[config.mk]
export PLATFORM = sky130hd
export DESIGN_NAME = fetch_ctrl
export DESIGN_NICKNAME = d
export VERILOG_FILES = /design/src/rtl/rv32_pkg.sv /design/src/rtl/fetch_queue.sv /design/src/rtl/fetch_ctrl.sv
export SDC_FILE = /design/constraint.sdc
export NUM_CORES = 1
export LEC_CHECK = 0
export ABC_AREA = 1
export CAP_MARGIN = 0
export CORE_ASPECT_RATIO = 0.9
export CORE_UTILIZATION = 30
export DETAILED_ROUTE_END_ITERATION = 10
export GPL_TIMING_DRIVEN = 0
export PLACE_DENSITY_LB_ADDON = 0.15
export SLEW_MARGIN = 25
export SYNTH_ARGS = -nofsm -noshare
export SYNTH_HDL_FRONTEND = slang
export SYNTH_SLANG_ARGS = --single-unit
[constraint.sdc]
create_clock -name clk -period 8.1 [get_ports clk]
set_input_delay 0.81 -clock clk [delete_from_list [all_inputs] [get_ports clk]]
set_output_delay 0.81 -clock clk [all_outputs]
set_load 0.005 [all_outputs]
[src/rtl/rv32_pkg.sv]
// rv32_pkg: shared RV32 fetch constants and the fetch-queue entry type
package rv32_pkg;
  localparam int XLEN = 32;
  localparam logic [XLEN-1:0] RESET_PC_DEF = 32'h0000_0000;
  localparam logic [XLEN-1:0] PC_INC = 32'd4;
  typedef struct packed {
    logic [XLEN-1:0] pc;
    logic [XLEN-1:0] instr;
    logic            filled;
  } fq_entry_t;
endpackage

[src/rtl/fetch_queue.sv]
// fetch_queue: DEPTH-entry in-order queue, allocated at grant, filled on response, popped by decode
module fetch_queue
  import rv32_pkg::*;
#(
  parameter int DEPTH = 2,
  parameter logic [XLEN-1:0] RESET_PC = RESET_PC_DEF,
  localparam int AW = $clog2(DEPTH)
) (
  input  logic            clk,
  input  logic            reset,
  input  logic            i_flush,
  input  logic            i_alloc,
  input  logic [XLEN-1:0] i_alloc_pc,
  input  logic            i_fill,
  input  logic [XLEN-1:0] i_fill_instr,
  input  logic            i_pop,
  output logic [AW:0]     o_cnt,
  output logic [AW:0]     o_unfilled,
  output fq_entry_t       o_head
);
  fq_entry_t     r_q [DEPTH];
  logic [AW-1:0] r_head;
  logic [AW:0]   r_cnt;
  logic [AW:0]   r_nfill;
  logic [AW-1:0] w_tail;
  logic [AW-1:0] w_fidx;
  // filled entries are always a prefix starting at the head
  assign w_tail     = r_head + r_cnt[AW-1:0];
  assign w_fidx     = r_head + r_nfill[AW-1:0];
  assign o_cnt      = r_cnt;
  assign o_unfilled = r_cnt - r_nfill;
  assign o_head     = r_q[r_head];
  always_ff @(posedge clk or posedge reset)
    if (reset) begin
      for (int i = 0; i < DEPTH; i++) r_q[i] <= '{pc: RESET_PC, instr: '0, filled: 1'b0};
      r_head  <= '0;
      r_cnt   <= '0;
      r_nfill <= '0;
    end else if (i_flush) begin
      for (int i = 0; i < DEPTH; i++) r_q[i].filled <= 1'b0;
      r_head  <= '0;
      r_cnt   <= '0;
      r_nfill <= '0;
    end else begin
      if (i_alloc) r_q[w_tail] <= '{pc: i_alloc_pc, instr: '0, filled: 1'b0};
      if (i_fill) begin
        r_q[w_fidx].instr  <= i_fill_instr;
        r_q[w_fidx].filled <= 1'b1;
      end
      if (i_pop) begin
        r_q[r_head].filled <= 1'b0;
        r_head             <= r_head + AW'(1);
      end
      r_cnt   <= r_cnt + (AW+1)'(i_alloc) - (AW+1)'(i_pop);
      r_nfill <= r_nfill + (AW+1)'(i_fill) - (AW+1)'(i_pop);
    end
endmodule

[src/rtl/fetch_ctrl.sv]
// fetch_ctrl: fetch controller driving next_pc/stallF, imem req/gnt/rvalid and the decode queue
// FETCH_PERF_CNT_EN adds saturating perf_fetched_o / perf_stall_o counters
module fetch_ctrl
  import rv32_pkg::*;
#(
  parameter int DEPTH = 2,
  parameter logic [XLEN-1:0] RESET_PC = RESET_PC_DEF
) (
  input  logic            clk,
  input  logic            reset,
  input  logic [XLEN-1:0] pc_i,
  output logic [XLEN-1:0] next_pc_o,
  output logic            stall_o,
  input  logic            hz_stall_i,
  input  logic            redirect_i,
  input  logic [XLEN-1:0] redirect_pc_i,
  output logic            imem_req_o,
  output logic [XLEN-1:0] imem_addr_o,
  input  logic            imem_gnt_i,
  input  logic            imem_rvalid_i,
  input  logic [XLEN-1:0] imem_rdata_i,
  output logic            id_valid_o,
  output logic [XLEN-1:0] id_instr_o,
  output logic [XLEN-1:0] id_pc_o,
  input  logic            id_ready_i
`ifdef FETCH_PERF_CNT_EN
  ,
  output logic [31:0]     perf_fetched_o,
  output logic [31:0]     perf_stall_o
`endif
);
  localparam int AW = $clog2(DEPTH);
  localparam int DW = AW + 4;
  typedef enum logic [1:0] {RUN, WAIT, FLUSH} state_t;
  state_t        r_state, w_state_n;
  logic [DW-1:0] r_disc, w_disc_n, w_out;
  logic [AW:0]   w_cnt, w_unfilled;
  fq_entry_t     w_head;
  logic          w_rv, w_drop, w_fill, w_pop, w_gnt;
  // w_out counts every response still owed by memory, stale or live
  assign w_out       = r_disc + DW'(w_unfilled);
  assign w_rv        = imem_rvalid_i && (w_out != '0);
  assign w_pop       = w_head.filled && id_ready_i && !redirect_i;
  assign imem_req_o  = !reset && !redirect_i && !hz_stall_i && ((w_cnt != (AW+1)'(DEPTH)) || w_pop);
  assign imem_addr_o = pc_i & ~32'd3;
  assign w_gnt       = imem_req_o && imem_gnt_i;
  assign stall_o     = reset || !(w_gnt || redirect_i);
  assign next_pc_o   = reset ? RESET_PC : redirect_i ? (redirect_pc_i & ~32'd3) : pc_i + PC_INC;
  assign id_valid_o  = w_head.filled;
  assign id_instr_o  = w_head.instr;
  assign id_pc_o     = w_head.pc;
  always_comb begin
    w_drop    = w_rv && (r_state == FLUSH);
    w_fill    = w_rv && (r_state != FLUSH) && !redirect_i;
    w_disc_n  = redirect_i ? w_out - DW'(w_rv) : r_disc - DW'(w_drop);
    w_state_n = (w_disc_n != '0) ? FLUSH : (imem_req_o ? RUN : WAIT);
  end
  always_ff @(posedge clk or posedge reset)
    if (reset) begin
      r_state <= RUN;
      r_disc  <= '0;
    end else begin
      r_state <= w_state_n;
      r_disc  <= w_disc_n;
    end
  fetch_queue #(.DEPTH(DEPTH), .RESET_PC(RESET_PC)) u_queue (
    .clk          (clk),
    .reset        (reset),
    .i_flush      (redirect_i),
    .i_alloc      (w_gnt),
    .i_alloc_pc   (imem_addr_o),
    .i_fill       (w_fill),
    .i_fill_instr (imem_rdata_i),
    .i_pop        (w_pop),
    .o_cnt        (w_cnt),
    .o_unfilled   (w_unfilled),
    .o_head       (w_head)
  );
`ifdef FETCH_PERF_CNT_EN
  logic [31:0] r_fetched, r_stalls;
  always_ff @(posedge clk or posedge reset)
    if (reset) begin
      r_fetched <= '0;
      r_stalls  <= '0;
    end else begin
      if (w_pop && r_fetched != '1) r_fetched <= r_fetched + 32'd1;
      if (stall_o && r_stalls != '1) r_stalls <= r_stalls + 32'd1;
    end
  assign perf_fetched_o = r_fetched;
  assign perf_stall_o   = r_stalls;
`endif
endmodule

==> results.yml, run 1 <==
global_route:
  first_global_vias: 8427
  grt-ovfl-total: 0
  grt_first_pass_wirelength_um: 46700
  grt_max_degree: 78
  track_usage: 0.205
  antenna_found_initial: 1
clocking:
  tritoncts: "yes"
  htree_levels: 4
  cts.hold.buffers_added: 0
  cts-root-buf: "clkbuf_16"
  cts_setup_buffers: 0
  cts_buffers: 17
  cts.repair.resized: 0
  cts_buffer_depth: 2
  clk_latency_ns: 0.43
  clk_pin_slew_ns: 0.06
  cts_sinks: 142
setup_path:
  cp-end-kind: "output pin"
  reg2reg_to: "r_state[0]"
  reg2reg_from: "u_queue.o_cnt[0]"
  critPathMaxFanout: 5
  r2r_setup_slack_ns: 4.53
  rr_worst_depth: 20
  startpoint_type: "input port"
  cp.arrival_ns: 3.24
  cp.required_ns: 7.29
  worstSetupPathType: "in2out"
timing:
  tns_ns: 0
  hold_viol: 0
  final_max_slew_viol_count: 0
  setup_violations: 0
  skew_ns: 0.0148
  relSlewSlack: 0.510
  fin_crit_sh: 0.500
  fin_crit_ns: 4.05
  fmax_ghz: 0.247
  worst_pin_slew_ns: 0.735
  rsz0062_at_grt: "no"
die:
  io_pins: 234
  die-height_um: 163
  die_w_um: 181
  row_count: 58
  start_util: 0.308
  die-area_mm2: 0.0297
  core_area_mm2: 0.0282
yosys:
  ys_types: 34
  synthAdderAreaFrac: 0.0196
  synthCells: 1310
  ys_ff_latch: 142
  ys_seq_area_frac: 0.409
  yosys.area_share.simple: 0.353
  synth_top_family_by_area: "simple AND/OR/NAND/NOR gates"
  synth_xor_area_frac: 0.0222
  synth_area_mm2: 0.00869
  ys_warn_count: 0
  synth_area_per_cell_um2: 6.63
  synth_compound_area_frac: 0.0560
  synthMuxAreaShare: 0.00230
layout:
  antenna_cells: 0
  n_fill_cell: 2932
  final_cell_mix: "482 x nand2_1, 227 x clkdlybuf4s50_1, 222 x nor2_1"
  multiInputGateArea_mm2: 0.00395
  syn_to_final_growth_pct: 38.4
  fin_util: 0.426
  layout_commonest_cell: "nand2_1"
  fin_nets: 1674
  seqCellArea_mm2: 0.00355
  drive_above_1_share: 0.0700
placement:
  routabilityCongestion: 0.879
  portBuffers: 227
  hpwl_um: 22200
hold_path:
  hold_path_class: "reg2reg"
  hold_path_depth: 2
route:
  vias_per_cell: 4.45
  drc: 0
  ant_nets: 0
  vias: 8594
  drt-wirelength-per-cell_um: 15.2
  wirelength_um: 29400
  drt_iter0_markers: 474
  dr.pass1.iters: 5
power_and_ir_drop:
  p_total_mw: 3.10
  ir_drop_mv: 0.139
  cellPowerDensity_mw_per_mm2: 257
  p_leak_nw: 6.38
flow_run:
  maxCapViolCount: 0
run_status:
  outcome: "finished clean"
==> layer usage <==
| layer | GRT usage | up-vias | routed length, µm |
|---|---|---|---|
| met5 | 0 | - | 12 |
| met4 | 0.0489 | 2 | 249 |
| met3 | 0.0352 | 22 | 1350 |
| met2 | 0.338 | 193 | 13600 |
| met1 | 0.280 | 3967 | 14200 |
| li1 | - | 4410 | - |
==> Yosys cell counts, drive strengths merged <==
library cell | count | share of area
nand3 | 50 | 0.030
ha | 12 | 0.017
nand2 | 483 | 0.21
and3 | 1 | 0.00072
nor3 | 9 | 0.0058
a21boi | 2 | 0.0017
buf | 68 | 0.056
nand4 | 11 | 0.0094
nor2 | 224 | 0.098
dfrtp | 142 | 0.41
o211ai | 2 | 0.0017
inv | 165 | 0.072
xor2 | 16 | 0.016
xnor2 | 6 | 0.0060
fa | 1 | 0.0023
a21oi | 6 | 0.0035
conb | 1 | 0.00043
o21ai | 84 | 0.048
mux2i | 2 | 0.0023
a31oi | 1 | 0.00072
nand3b | 1 | 0.00086
clkbuf | 23 | 0.0099
==> layout make-up <==
| class | count | share of cell area |
|---|---|---|
| plain buffers | 91 | 0.0474 |
| clock buffers | 17 | 0.0354 |
| clock inverters | 15 | 0.0128 |
| inverters | 165 | 0.0523 |
| multi-input cells | 913 | 0.328 |
| flip-flops and latches | 142 | 0.295 |
| well taps | 360 | 0.0374 |
| repair buffers | 228 | 0.191 |
==> metrics by stage <==
stage,area [µm²],hold WS (ns),worst slack [ns],cells
floorplan,8690,0.449,3.64,1311
global placement,11400,0.466,1.59,1898
detailed placement,11500,0.473,4.03,1899
CTS,12000,0.488,4.01,1931
global route,12000,0.507,3.84,1931
finish,12000,0.484,4.05,1931
==> critical path: stages <==
cell and delay, ns:
clkdlybuf4s50_1 0.57, ha_1 0.21, nand2_1 0.10, nor2_4 0.19
nand3_2 0.17, nor2_1 0.31, nand3_1 0.12, nand3_1 0.13
nand2_1 0.07, inv_1 0.06, clkdlybuf4s50_1 0.50
==> cells by family after synthesis <==
group                    Yosys count
flip-flops                       142
adder cells (fa/ha/maj)           13
AO/OA/AOI/OAI                     95
multiplexers                       2
buffers and inverters            256
other                              1
AND/OR/NAND/NOR                  779
XOR/XNOR                          22
==> power by group <==
part	internal [mW]	total [mW]	switching [mW]
Clock	0.433	0.777	0.345
Combinational	0.593	1.21	0.614
Sequential	0.977	1.11	0.136
==> how the worst max path moves through the flow <==
stage	depth (start not counted)	start	slack [ns]	to
3_3_place_gp	9	reset	1.59	stall_o
3_5_place_dp	11	pc_i[2]	4.03	next_pc_o[28]
2_1_floorplan	8	reset	3.64	stall_o
6_report	11	pc_i[2]	4.05	next_pc_o[28]
4_1_cts	11	pc_i[2]	4.01	next_pc_o[28]
5_1_grt	12	pc_i[3]	3.84	next_pc_o[28]
Note: power is estimated with default switching activity, not from simulation.
==> inputs of run 2 (changes only) <==
==> constraint.sdc (replaced) <==
create_clock -name clk -period 4 [get_ports clk]
set_input_delay 0.4 -clock clk [delete_from_list [all_inputs] [get_ports clk]]
set_output_delay 0.4 -clock clk [all_outputs]
set_load 0.005 [all_outputs]
==> run 2 against run 1 <==
Net effect: utilization unchanged; count of clock-buffer cells in the layout unchanged; clock power up 100%; critical path depth up 9; via count about the same; final cell count unchanged; worst setup slack worse by 3.5 ns; combinational power up 100%; register-to-register slack worse by 4.0 ns; critical path type is now reg2reg; critical endpoint is now r_state[0]; largest cell class unchanged; highest routed layer unchanged.
==> results.yml, run 2 (synthesis gave the netlist of run 1 again) <==
global_route:
  first_global_vias: 8427
  grt-ovfl-total: 0
  grt_first_pass_wirelength_um: 46700
  antenna_found_initial: 1
  grt_max_degree: 78
  track_usage: 0.205
route:
  wirelength_um: 29400
  dr.pass1.iters: 5
  drt-wirelength-per-cell_um: 15.2
  vias: 8593
  drt_iter0_markers: 475
  vias_per_cell: 4.45
  drc: 0
  ant_nets: 0
clocking:
  tritoncts: "yes"
  cts_buffer_depth: 2
  cts.hold.buffers_added: 0
  cts_sinks: 142
  cts_buffers: 17
  cts_setup_buffers: 0
  htree_levels: 4
  cts.repair.resized: 0
  clk_latency_ns: 0.43
  clk_pin_slew_ns: 0.07
  cts-root-buf: "clkbuf_16"
die:
  die-height_um: 163
  io_pins: 234
  start_util: 0.308
  die-area_mm2: 0.0297
  core_area_mm2: 0.0282
  die_w_um: 181
  row_count: 58
timing:
  hold_viol: 0
  tns_ns: 0
  hold_slack_ns: 0.0896
  relSlewSlack: 0.510
  final_max_slew_viol_count: 0
  fin_crit_sh: 0.857
  setup_violations: 0
  rsz0062_at_grt: "no"
  worst_pin_slew_ns: 0.735
  skew_ns: 0.0148
  fin_crit_ns: 3.43
  fmax_ghz: 0.292
setup_path:
  crit_start: "u_queue.o_cnt[0]"
  reg2reg_to: "r_state[0]"
  path_delay_family: "adder cells"
  reg2reg_from: "u_queue.o_cnt[0]"
  cpPeakStageDelay_ns: 0.46
  cp_common_cell: "nor2_1"
  startpoint_type: "flip-flop"
  worstSetupPathType: "reg2reg"
  cp.required_ns: 4.29
  critPathMaxFanout: 4
  rr_worst_depth: 20
  path_buf_inv: 2
  cp-end-kind: "flip-flop"
  cp.arrival_ns: 3.72
  slowest_stage: "fa_1"
  path_cells: "inv_1, ha_1, xnor2_1, xor2_1, inv_1, fa_1, nand3_1, nand2_1, nand2_1, nor2_1, a21boi_1, and3_1, ha_1, ha_1, mux2i_1, nor2_1, nand3_1, nor2_1, nand2_1, nor2_1"
  r2r_setup_slack_ns: 0.57
  worst-path-stages: 20
placement:
  portBuffers: 227
  dp_cells: 1899
  routabilityCongestion: 0.879
  hpwl_um: 22200
  placed_cell_area_mm2: 0.0115
power_and_ir_drop:
  ir_drop_mv: 0.281
  cellPowerDensity_mw_per_mm2: 521
  p_leak_nw: 6.38
layout:
  design_area_mm2: 0.0120
  syn_to_final_growth_pct: 38.4
  final_cells: 1931
  final_cell_mix: "482 x nand2_1, 227 x clkdlybuf4s50_1, 222 x nor2_1"
  fin_util: 0.426
  layout_commonest_cell: "nand2_1"
  drive_above_1_share: 0.0700
  fin_nets: 1674
  antenna_cells: 0
flow_run:
  maxCapViolCount: 0
run_status:
  outcome: "finished clean"
hold_path:
  hold_path_class: "in2async"
[run 2: cell counts in the layout (fill, tap and decap cells not counted)]
Identical to the previous run, type by type.
[run 2: worst max path at each step]
| stage | endpoint |
|---|---|
| 2_1_floorplan | u_queue.o_cnt[1] |
| 3_3_place_gp | stall_o |
| 3_5_place_dp | r_state[0] |
| 4_1_cts | r_state[0] |
| 5_1_grt | r_state[0] |
| 6_report | r_state[0] |
[run 2: power breakdown]
part,internal [mW],switching [mW],leakage (nW)
combinational,1.20,1.24,4.29
sequential,1.98,0.275,1.82
clock,0.876,0.698,0.268
[run 2: routing by layer]
metal	vias to the layer above	routed length, µm	track usage
met1	3966	14200	0.280
met4	2	249	0.0489
met3	22	1350	0.0352
met2	193	13700	0.338
li1	4410	-	-
met5	-	12	0
[run 2: layout make-up]
cell class / instances / area, µm²
clock buffer: 17 / 425
timing repair buffer: 228 / 2300
inverter: 165 / 629
tap: 360 / 450
sequential: 142 / 3550
clock inverter: 15 / 154
fill: 2932 / 16200
buffer: 91 / 571
multi-input combinational: 913 / 3950
[run 2: per-stage QoR]
| stage | power (mW) | setup WS, ns |
|---|---|---|
| 3_5_place_dp | 4.74 | 0.418 |
| 3_3_place_gp | 4.69 | -1.69 |
| 5_1_grt | 6.81 | 0.140 |
| 2_1_floorplan | 3.61 | 0.0848 |
| 4_1_cts | 6.35 | 0.395 |
| 6_report | 6.27 | 0.573 |
